<file path="src/rtl/pattern_detect_scheduler.sv">
// rtl/pattern_detect_scheduler.sv - round-robin sharing of one serial pattern detector between two word requesters
// Optional abort input / aborted output: define PDS_ABORT_EN.
module pattern_detect_scheduler #(
    parameter int W         = 8,
    parameter int FLUSH_LEN = 3,
    parameter int Z_LAT     = 2,
    parameter int CW        = 4
) (
    input  logic          clk,
    input  logic          rst_n,
    input  logic          req0,
    input  logic [W-1:0]  data0,
    output logic          gnt0,
    input  logic          req1,
    input  logic [W-1:0]  data1,
    output logic          gnt1,
    output logic          det_x,
    input  logic          det_z,
`ifdef PDS_ABORT_EN
    input  logic          abort,
    output logic          aborted,
`endif
    output logic          busy,
    output logic          done,
    output logic          done_id,
    output logic [CW-1:0] hit_cnt
);

    localparam int CMAX  = (W > FLUSH_LEN) ? ((W > Z_LAT) ? W : Z_LAT)
                                           : ((FLUSH_LEN > Z_LAT) ? FLUSH_LEN : Z_LAT);
    localparam int CNT_W = $clog2(CMAX + 1);

    typedef enum logic [2:0] {S_IDLE, S_FLUSH, S_SHIFT, S_DRAIN, S_REPORT} state_t;

    state_t           r_state;
    logic [CNT_W-1:0] r_cnt;
    logic [W-1:0]     r_shreg;
    logic             r_id;
    logic             r_last_id;
    logic [CW-1:0]    r_hits;
    logic             r_count_en;
    logic             r_gnt0, r_gnt1, r_det_x, r_busy, r_done, r_done_id;
    logic [CW-1:0]    r_hit_cnt;
`ifdef PDS_ABORT_EN
    logic             r_abort;
    logic             r_aborted;
    assign aborted = r_aborted;
`endif

    logic             w_pick1;
    logic [CW-1:0]    w_hits_next;

    assign w_pick1 = req1 && (!req0 || !r_last_id);

    // r_count_en marks cycles whose det_x came from SHIFT/DRAIN; det_z is counted in those cycles
    always_comb begin
        w_hits_next = r_hits;
        if (r_count_en && det_z && (r_hits != {CW{1'b1}}))
            w_hits_next = r_hits + CW'(1);
    end

    always_ff @(posedge clk or negedge rst_n) begin
        if (!rst_n) begin
            r_state    <= S_IDLE;
            r_cnt      <= '0;
            r_shreg    <= '0;
            r_id       <= 1'b0;
            r_last_id  <= 1'b1;
            r_hits     <= '0;
            r_count_en <= 1'b0;
            r_gnt0     <= 1'b0;
            r_gnt1     <= 1'b0;
            r_det_x    <= 1'b0;
            r_busy     <= 1'b0;
            r_done     <= 1'b0;
            r_done_id  <= 1'b0;
            r_hit_cnt  <= '0;
`ifdef PDS_ABORT_EN
            r_abort    <= 1'b0;
            r_aborted  <= 1'b0;
`endif
        end else begin
            r_gnt0     <= 1'b0;
            r_gnt1     <= 1'b0;
            r_done     <= 1'b0;
            r_det_x    <= 1'b0;
            r_count_en <= 1'b0;
            r_hits     <= w_hits_next;
            case (r_state)
                S_IDLE: begin
                    r_busy <= 1'b0;
                    if (req0 || req1) begin
                        r_gnt0    <= !w_pick1;
                        r_gnt1    <= w_pick1;
                        r_shreg   <= w_pick1 ? data1 : data0;
                        r_id      <= w_pick1;
                        r_last_id <= w_pick1;
                        r_hits    <= '0;
                        r_cnt     <= '0;
`ifdef PDS_ABORT_EN
                        r_abort   <= 1'b0;
`endif
                        r_state   <= S_FLUSH;
                    end
                end
                S_FLUSH: begin
                    r_busy <= 1'b1;
                    if (r_cnt == CNT_W'(FLUSH_LEN - 1)) begin
                        r_cnt   <= '0;
                        r_state <= S_SHIFT;
                    end else begin
                        r_cnt <= r_cnt + CNT_W'(1);
                    end
                end
                S_SHIFT: begin
                    r_det_x    <= r_shreg[W-1];
                    r_shreg    <= r_shreg << 1;
                    r_count_en <= 1'b1;
                    if (r_cnt == CNT_W'(W - 1)) begin
                        r_cnt   <= '0;
                        r_state <= S_DRAIN;
                    end else begin
                        r_cnt <= r_cnt + CNT_W'(1);
                    end
                end
                S_DRAIN: begin
                    r_count_en <= 1'b1;
                    if (r_cnt == CNT_W'(Z_LAT - 1)) begin
                        r_cnt   <= '0;
                        r_state <= S_REPORT;
                    end else begin
                        r_cnt <= r_cnt + CNT_W'(1);
                    end
                end
                S_REPORT: begin
                    r_done    <= 1'b1;
                    r_done_id <= r_id;
`ifdef PDS_ABORT_EN
                    r_hit_cnt <= r_abort ? '0 : w_hits_next;
                    r_aborted <= r_abort;
`else
                    r_hit_cnt <= w_hits_next;
`endif
                    r_state   <= S_IDLE;
                end
                default: r_state <= S_IDLE;
            endcase
`ifdef PDS_ABORT_EN
            if (abort && (r_state == S_FLUSH || r_state == S_SHIFT || r_state == S_DRAIN)) begin
                r_det_x    <= 1'b0;
                r_count_en <= 1'b0;
                r_abort    <= 1'b1;
                r_cnt      <= '0;
                r_state    <= S_REPORT;
            end
`endif
        end
    end

    assign gnt0    = r_gnt0;
    assign gnt1    = r_gnt1;
    assign det_x   = r_det_x;
    assign busy    = r_busy;
    assign done    = r_done;
    assign done_id = r_done_id;
    assign hit_cnt = r_hit_cnt;

endmodule

</file>
<file path="config.mk">
export PLATFORM = sky130hd
export DESIGN_NAME = pattern_detect_scheduler
export DESIGN_NICKNAME = d
export VERILOG_FILES = /design/src/rtl/pattern_detect_scheduler.sv
export SDC_FILE = /design/constraint.sdc
export NUM_CORES = 1
export LEC_CHECK = 0
export CAP_MARGIN = 15
export CORE_MARGIN = 2
export CORE_UTILIZATION = 51
export DETAILED_ROUTE_END_ITERATION = 8
export PLACE_DENSITY_LB_ADDON = 0.05
export SLEW_MARGIN = 20
export SYNTH_ARGS = -nofsm -noshare
export SYNTH_HDL_FRONTEND = slang
export SYNTH_SLANG_ARGS = --single-unit
</file>
<file path="constraint.sdc">
create_clock -name clk -period 2.3 [get_ports clk]
set_input_delay 0.46 -clock clk [delete_from_list [all_inputs] [get_ports clk]]
set_output_delay 0.46 -clock clk [all_outputs]
set_load 0.05 [all_outputs]
</file>
==> run metrics, run 1 <==
total wire length 3063 um; Comb power frac 50.0%; Critical Path Fanout Max 2; Post-DRT Antenna Nets 0; GPL Wtd Cong 0.7818; area of the multi-input gates 705.7 um2; post-CTS setup buffer count 0; number of port buffers 30; Worst-path clk slew 0.10 ns; RSZ-0062 raised after global routing no; Final Cycle Share 84.33%; Max-Cap Viols 0; setup TNS 0 ns; synthesized area 1600 um2; number of fillers in the final layout 265; post-synthesis to final-layout area growth 25.10%; CTS H-tree lvls 2; I/O pin count 31; pwr/cell area 1270 nW/um2; clock sinks 32; Seq/Total Area, Yosys 50.12%; Sequential Area 802.0 um2; Int Pwr 0.001479 W; initial core utilization 52.85%; worst clock skew 0.01592 ns; GR Overflow Total 0; max incr delay on CP 0.80 ns; die area 3602 um2; Tmin final 1.940 ns; flops & latches, synth 32; WL per Instance 13.43 um; Leakage 0.8797 nW; global-route wire length before repair 5209 um; Tot GR Track Use 19.76%; starting DRC count in detailed routing 30; kind of critical path flop to output port; Die Y 60.02 um; Worst Tran Pin Value 0.5016 ns; Remaining DRCs 0; CP delay by family, top buffers and inverters; data required time of the worst path 1.84 ns; Worst EP arrival 1.48 ns; crit path cell chain clkdlybuf4s50_1; setup violators final 0; ANT cells 0; syn nets 171; Fin. Hold Viols 0; Die Wd 60.02 um; CTS buffer count 5; top cell type's share of synthesized area 48.48%; fin area 2002 um2; peak supply drop 606.9 uV; Psw 0.001063 W; layout cell share with drive strength beyond 1 11.96%; vias per std cell 5.386; status complete, no violations; Site Rows 20; Setup crit end kind output port; routed vias 1228; dpl cell area 1953 um2; sequential share of power 38.3%; Nets 208; root buf cell clkbuf_4; Slew HR 66.56%; largest cells by area after synthesis dfrtp_1, mux2i_1, o221ai_1; crit start category flop; Syn Area/Cell 10.96 um2; CP bufs+invs 1; clk_lat worst skew 0.32 ns; Post-CTS Resized 0; post-detail-place hpwl 2302 um; most frequent cells in the layout dfrtp_1, clkdlybuf4s50_1, inv_1, nand2_1; Post-synth top flop dfrtp_1; initial antenna violation count 0; Synth Instances 146; Ys Warns 0; Post-synth EDFFs 0; sw frac 41.83%; commonest non-fill, non-tap cell in the layout dfrtp_1; vias in the first global route 1180; Clock Path Buffers 2; DRT Pass-1 Iters 5; slowest library cell on the worst path clkdlybuf4s50_1; number of hold buffers added after CTS 0; largest net degree at the start of global routing 33; cell taking the most area after synthesis dfrtp_1; Slew Viols, Final 0; Clock power frac 11.6%; Synth async-reset ratio 100.0%; FMAX 515.6 MHz; CORE AREA 3028 um2; CTS tree done; Final Power 0.002542 W; Yosys cell types 47; worst hold path class flop to flop
sequential cells by signal (all words and copies together) (netlist names), 3 cells and up:
name / cells
hit_cnt: 4
r_cnt: 4
r_hits: 4
r_shreg: 8
r_state: 3
power groups by stage:
stage               clock, W  combinational [W]  sequential, W
finish              0.000296            0.00127       0.000974
global route        0.000336            0.00140        0.00100
CTS                 0.000305            0.00128       0.000972
detailed placement         0            0.00128       0.000986
global placement           0            0.00124       0.000973
floorplan                  0           0.000774        0.00115
kinds of logic (layout without fill, tap and decap cells):
group / Yosys count / in the layout / synth area share, %
multiplexers: 9 / 9 / 5.708
flip-flops: 32 / 32 / 50.12
buffers and inverters: 18 / 56 / 5.785
AO/OA/AOI/OAI: 37 / 37 / 17.36
adder cells (fa/ha/maj): 4 / 4 / 3.128
XOR/XNOR: 2 / 2 / 1.095
AND/OR/NAND/NOR: 44 / 44 / 16.81
worst register-to-register path, delay by kind of cell, from the launching register on:
kind,cells,cell delay (ns)
buffers and inverters,1,0.11
AND/OR/NAND/NOR,1,0.39
flip-flops,1,0.42
adder cells (fa/ha/maj),1,0.16
AO/OA/AOI/OAI,2,0.66
routing by layer:
layer | part of all wire (%) | wire, um | vias to the layer above | GRT usage, %
met5 | 0 | 0 | - | 0
met4 | 1.6 | 48 | 0 | 10.48
met3 | 3.0 | 92 | 7 | 4.545
met2 | 51 | 1562 | 26 | 33.23
met1 | 44 | 1359 | 591 | 23.27
li1 | - | - | 604 | -
per-stage QoR:
stage | util [%] | worst slack, ns | std cells | hold WS, ns
finish | 66.12 | 0.3605 | 228 | 0.4985
global route | 66.12 | 0.2996 | 228 | 0.5160
CTS | 66.12 | 0.3475 | 228 | 0.4998
detailed placement | 64.50 | 0.2853 | 220 | 0.4784
global placement | 64.50 | 0.3326 | 220 | 0.4645
floorplan | - | 0.6354 | 146 | 0.1644
path summary, 6_finish.rpt:
path                       depth (start not counted)    endpoint        from  slack, ns
setup reg to reg                                   5    r_cnt[3]    r_cnt[0]       0.42
max in group asynchronous                          2   r_last_id       rst_n       1.43
min in group asynchronous                          2        gnt1       rst_n       0.53
hold / removal                                     2  r_shreg[7]  r_shreg[6]       0.50
setup / recovery                                   1     done_id     done_id       0.36
hold reg to reg                                    2  r_shreg[7]  r_shreg[6]       0.50
synth_stat cells (3+ instances only):
cell type and instances:
dfrtp_1 31, inv_1 12, nand2_1 10, mux2i_1 8, o221ai_1 8, nor2_1 7
a21oi_1 5, a31oi_1 5, ha_1 4, o21ai_0 4, nand3_1 3, or3_1 3
area by class of cell:
cell class	instances	share of cell area, %
Tap cell	44	2.750
Sequential cell	32	40.06
Multi-Input combinational cell	96	35.25
Timing Repair Buffer	36	17.25
Clock buffer	8	2.437
Inverter	12	2.250
Power figures use the tool's default switching activity.
==> run 2: changes to the inputs <==
==> constraint.sdc (replaced) <==
create_clock -name clk -period 1.8 [get_ports clk]
set_input_delay 0.36 -clock clk [delete_from_list [all_inputs] [get_ports clk]]
set_output_delay 0.36 -clock clk [all_outputs]
set_load 0.05 [all_outputs]
==> run 2 against run 1 <==
Cell count up 1.8%. Clock skew shrank 0.010 ns. Power grew 32%. Highest routed layer unchanged.
==> run metrics, run 2 (synthesis results as in run 1) <==
die area 3602 um2 (unchanged); Slew Viols, Final 0 (unchanged); setup violators final 0 (unchanged); worst clock skew 0.005888 ns (-0.01003 ns); Tot GR Track Use 19.38% (-0.38 points); Site Rows 20 (unchanged); Slew HR 61.17% (-5.4 points); post-route insts no fill 232 (+1.8%); WL per Instance 13.41 um (-0.18%); commonest non-fill, non-tap cell in the layout dfrtp_1; vias per std cell 5.478 (+1.7%); initial core utilization 52.85% (unchanged); Worst EP arrival 1.91 ns (+0.43 ns); cells on worst reg2reg path 6 (+1); vias in the first global route 1200 (+1.7%); dpl cell area 1951 um2 (-0.13%); Largest Register r_shreg; status complete, no violations; CTS buffer count 5 (unchanged); Setup crit end kind flop; max reg flops 8 (unchanged); Worst-path clk slew 0.10 ns (about the same); placed instance count 223 (+1.4%); CTS tree done; GPL Wtd Cong 0.7799 (-0.24%); Critical Path Fanout Max 4 (+2); Remaining DRCs 0 (unchanged); largest net degree at the start of global routing 33 (unchanged); Die Wd 60.02 um (unchanged); RSZ-0062 raised after global routing no; peak supply drop 817.4 uV (+35%); Leakage 0.9269 nW (+5.4%); kind of critical path flop to flop; CORE AREA 3028 um2 (unchanged); post-synthesis to final-layout area growth 26.66%; CTS H-tree lvls 2 (unchanged); post-detail-place hpwl 2230 um (-3.1%); crit start category flop; worst hold path class primary input to asynchronous set/reset pin; Die Y 60.02 um (unchanged); Post-DRT Antenna Nets 0 (unchanged); Clock Path Buffers 2 (unchanged); data required time of the worst path 2.01 ns (+0.17 ns); ANT cells 0 (unchanged); global-route wire length before repair 5140 um (-1.3%); Min Hold Slack 0.4306 ns (-0.06786 ns); Final Cycle Share 94.48%; Worst Tran Pin Value 0.5812 ns (+0.07958 ns); pwr/cell area 1657 nW/um2 (+31%); clock sinks 32 (unchanged); Tmin final 1.701 ns; root buf cell clkbuf_4; most frequent cells in the layout dfrtp_1, clkdlybuf4s50_1, buf_4, inv_1, nand2_1; starting DRC count in detailed routing 75 (+150%); total wire length 3111 um (+1.6%); routed vias 1271 (+3.5%); I/O pin count 31 (unchanged); fin area 2027 um2 (+1.2%); Max-Cap Viols 0 (unchanged); FMAX 588.0 MHz; GR Overflow Total 0 (unchanged); initial antenna violation count 0 (unchanged); layout cell share with drive strength beyond 1 21.81% (+9.9 points); clk_lat worst skew 0.32 ns (about the same); Fin. Hold Viols 0 (unchanged); Nets 212 (+1.9%); DRT Pass-1 Iters 4 (-1); number of port buffers 30 (unchanged)
-- run 2: cell count changes in the layout (fill, tap and decap cells not counted), sizes merged --
cell           previous run  this run
buf                       6        20
clkdlybuf4s50            30        20
clkbuf                    8         6
clkinv                    0         2
-- run 2: path summary, 6_finish.rpt --
kind                       startpoint    endpoint  slack (ns)
setup / recovery             r_cnt[1]    r_cnt[3]         0.1
hold / removal                  rst_n  hit_cnt[3]        0.43
setup reg to reg             r_cnt[1]    r_cnt[3]         0.1
hold reg to reg                  r_id        r_id        0.49
max in group asynchronous       rst_n   r_last_id        1.05
min in group clk                 r_id        r_id        0.49
-- run 2: timing repair --
| item | in CTS | in global routing |
|---|---|---|
| endpoints found under the setup margin | 2 | 4 |
| pin swaps | 1 | 1 |
| buffers inserted | 0 | 1 |
| hold buffers | 0 | 0 |
| gates resized for setup | 0 | 2 |
-- run 2: power breakdown --
group	switching (W)	total (W)	internal, W
Clock	0.000232	0.000418	0.000186
Sequential	0.000224	0.00124	0.00102
Combinational	0.000937	0.00170	0.000762
Total	0.00139	0.00336	0.00197
-- run 2: area by class of cell --
cell class	instances	area (um2)
Inverter	12	45.04
Tap cell	44	55.05
Clock buffer	6	51.30
Clock inverter	2	10.01
Sequential cell	32	802.0
Multi-Input combinational cell	96	713.2
Timing Repair Buffer	40	350.3
Fill cell	254	1001
-- run 2: critical path, cell delays in order, from the launching register on --
cell      delay (ns)
dfrtp_1         0.42
inv_1           0.09
ha_1            0.17
or3b_4          0.41
a222oi_1        0.26
buf_4           0.18
o22ai_1         0.07
-- run 2: metrics by stage --
| step | TNS, ns | setup slack (ns) | util, % | total power [W] |
|---|---|---|---|---|
| floorplan | 0 | 0.1354 | - | 0.002454 |
| global placement | -0.05608 | -0.05608 | 64.42 | 0.002833 |
| detailed placement | -0.1964 | -0.07545 | 64.42 | 0.002898 |
| CTS | 0 | 0.02266 | 66.45 | 0.003327 |
| global route | 0 | 0.01743 | 66.94 | 0.003625 |
| finish | 0 | 0.09936 | 66.94 | 0.003359 |
-- run 2: per-layer routing --
| layer | vias to the layer above | wire length [um] | GRT usage, % |
|---|---|---|---|
| met3 | 7 | 95 | 4.329 |
| met1 | 621 | 1373 | 22.24 |
| li1 | 616 | - | - |
| met4 | 0 | 48 | 9.206 |
| met2 | 27 | 1593 | 33.85 |
| met5 | - | 0 | 0 |
==> run 3: changes to the inputs <==
--- a/config.mk
+++ b/config.mk
@@ -6,8 +6,10 @@
 export NUM_CORES = 1
 export LEC_CHECK = 0
 export CAP_MARGIN = 15
+export CELL_PAD_IN_SITES_DETAIL_PLACEMENT = 1
+export CELL_PAD_IN_SITES_GLOBAL_PLACEMENT = 1
 export CORE_MARGIN = 2
-export CORE_UTILIZATION = 51
+export CORE_UTILIZATION = 36
 export DETAILED_ROUTE_END_ITERATION = 8
 export PLACE_DENSITY_LB_ADDON = 0.05
 export SLEW_MARGIN = 20
==> constraint.sdc (replaced) <==
create_clock -name clk -period 1.4 [get_ports clk]
set_input_delay 0.28 -clock clk [delete_from_list [all_inputs] [get_ports clk]]
set_output_delay 0.28 -clock clk [all_outputs]
set_load 0.05 [all_outputs]
==> run 3 against run 2 <==
The run now ends with setup timing left. Core utilization fell by 2.6 points. Worst setup slack got worse by 0.37 ns. Sequential cell count did not move. Non-clock buffer count rose by 42. Critical path type unchanged. Critical endpoint is now r_state[2]. Highest routed layer unchanged.
==> run metrics, run 3 (synthesis results as in run 1) <==
status complete, but fails checks; failing checks setup timing; Die Y 70.67 um (+18%); Worst EP arrival 1.90 ns (about the same); Comb power frac 60.7% (+10 points); Clock power frac 13.9% (+1.5 points); crit start category flop; DRT Pass-1 Iters 4 (unchanged); slowest library cell on the worst path dfrtp_1; dpl cell area 2382 um2 (+22%); Clock Path Buffers 2 (unchanged); starting DRC count in detailed routing 73 (-2.7%); most frequent cells in the layout buf_4, dfrtp_1, clkdlybuf4s50_1, buf_12, inv_1; max incr delay on CP 0.39 ns (-0.03 ns); Min Hold Slack 0.3692 ns (-0.06141 ns); CTS H-tree lvls 2 (unchanged); Worst-path clk slew 0.07 ns (-0.03 ns); global-route wire length before repair 8031 um (+56%); Final Cycle Share 119.5% (+25 points); vias in the first global route 1726 (+44%); initial antenna violation count 0 (unchanged); Finished Core Util 64.29% (-2.6 points); sequential share of power 25.5% (-12 points); Tot GR Track Use 20.60% (+1.2 points); pwr/cell area 2318 nW/um2 (+40%); Largest Register r_shreg; Worst Tran Pin Value 0.2975 ns (-0.2837 ns); total wire length 5003 um (+61%); Post-DRT Antenna Nets 0 (unchanged); Slew Viols, Final 0 (unchanged); Psw 0.002438 W (+75%); Slew HR 80.00% (+19 points); WL per Instance 17.74 um (+32%); CORE AREA 4324 um2 (+43%); CTS buffer count 5 (unchanged); Remaining DRCs 0 (unchanged); fin area 2780 um2 (+37%); routed vias 1482 (+17%); Leakage 1.248 nW (+35%); post-synthesis to final-layout area growth 73.73%; clk_lat worst skew 0.29 ns (-0.03 ns); Critical Path Fanout Max 3 (-1); sw frac 37.84% (-3.6 points); RSZ-0062 raised after global routing yes; kind of critical path flop to flop; I/O pin count 31 (unchanged); CP bufs+invs 2 (unchanged); Final Power 0.006443 W (+92%); ANT cells 0 (unchanged); CP delay by family, top simple AND/OR/NAND/NOR gates; setup violators final 18 (+18); Site Rows 24 (+20%); Fin. Hold Viols 0 (unchanged); Tmin final 1.674 ns (-0.02706 ns); largest net degree at the start of global routing 33 (unchanged); crit path cell chain inv_2 > ha_4 > or3b_4 > a222oi_1 > buf_4 > and2_4; max reg flops 8 (unchanged); FMAX 597.5 MHz (+1.6%); root buf cell clkbuf_8; Max-Cap Viols 0 (unchanged); Die Wd 70.67 um (+18%); die area 4994 um2 (+39%); Nets 254 (+20%); Setup crit end kind flop; GPL Wtd Cong 0.7984 (+2.4%); peak supply drop 967.7 uV (+18%); Int Pwr 0.004005 W (+100%); clock sinks 32 (unchanged); worst hold path class primary input to asynchronous set/reset pin; worst clock skew 0.007463 ns (+0.001576 ns); commonest non-fill, non-tap cell in the layout buf_4; CTS tree done; vias per std cell 5.255 (-4.1%); data required time of the worst path 1.63 ns (-0.38 ns); Worst Setup Slack, final -0.2736 ns (-0.3729 ns); number of port buffers 30 (unchanged); post-detail-place hpwl 3136 um (+41%); number of fillers in the final layout 442 (+74%); initial core utilization 37.01% (-16 points); layout cell share with drive strength beyond 1 51.74% (+30 points); GR Overflow Total 0 (unchanged)
-- run 3: cell count changes in the layout (fill, tap and decap cells not counted), sizes merged --
cell / before / now
clkinvlp: 0 / 1
buf: 20 / 62
clkbuf: 6 / 5
bufinv: 0 / 1
dlygate4sd2: 0 / 1
dlymetal6s2s: 0 / 1
clkinv: 2 / 1
clkdlybuf4s50: 20 / 18
-- run 3: per-stage QoR --
step / cells / TNS, ns / setup WS (ns)
after floorplan: 146 / -1.372 / -0.2014
after global placement: 259 / -6.274 / -0.3807
after detailed placement: 259 / -7.154 / -0.4516
after CTS: 279 / -1.795 / -0.2628
after global routing: 282 / -2.957 / -0.3472
final: 282 / -2.130 / -0.2736
-- run 3: path summary, 6_finish.rpt --
kind	from	slack [ns]	cells after the start	end
setup / recovery	r_cnt[0]	-0.27	6	r_state[2]
hold / removal	rst_n	0.37	2	r_state[0]
setup reg to reg	r_cnt[0]	-0.27	6	r_state[2]
hold reg to reg	r_shreg[4]	0.49	2	r_shreg[5]
max in group asynchronous	rst_n	0.79	2	r_last_id
min in group clk	r_shreg[4]	0.49	2	r_shreg[5]
-- run 3: timing repair --
item | 4_1_cts | 5_1_grt
hold endpoints to repair | 0 | 0
gates cloned | 2 | 0
hold buffers | 0 | 0
setup endpoints to repair | 28 | 27
pin swaps | 12 | 8
buffers inserted | 10 | 4
gates resized for setup | 31 | 23
-- run 3: per-layer routing --
layer | vias to the layer above | wire, um | track usage, % | part of all wire (%)
met5 | - | 0 | 0 | 0
met4 | 0 | 59 | 8.386 | 1.2
met3 | 6 | 122 | 3.276 | 2.4
met2 | 24 | 2816 | 39.52 | 56
met1 | 758 | 2006 | 22.39 | 40
li1 | 694 | - | - | -
-- run 3: layout make-up --
class	count	area, um2	share of cell area (%)
inverter	12	45.04	1.620
clock buffer	5	68.82	2.475
sequential	32	805.8	28.98
multi-input combinational	96	908.4	32.67
tap	52	65.06	2.340
timing repair buffer	82	844.6	30.38
clock inverter	3	42.54	1.530
-- run 3: power groups by stage --
stage / sequential (W) / combinational (W) / clock [W]
2_1_floorplan: 0.00189 / 0.00145 / 0
3_3_place_gp: 0.00163 / 0.00314 / 0
3_5_place_dp: 0.00166 / 0.00325 / 0
4_1_cts: 0.00162 / 0.00368 / 0.000922
5_1_grt: 0.00170 / 0.00419 / 0.000949
6_report: 0.00164 / 0.00391 / 0.000893
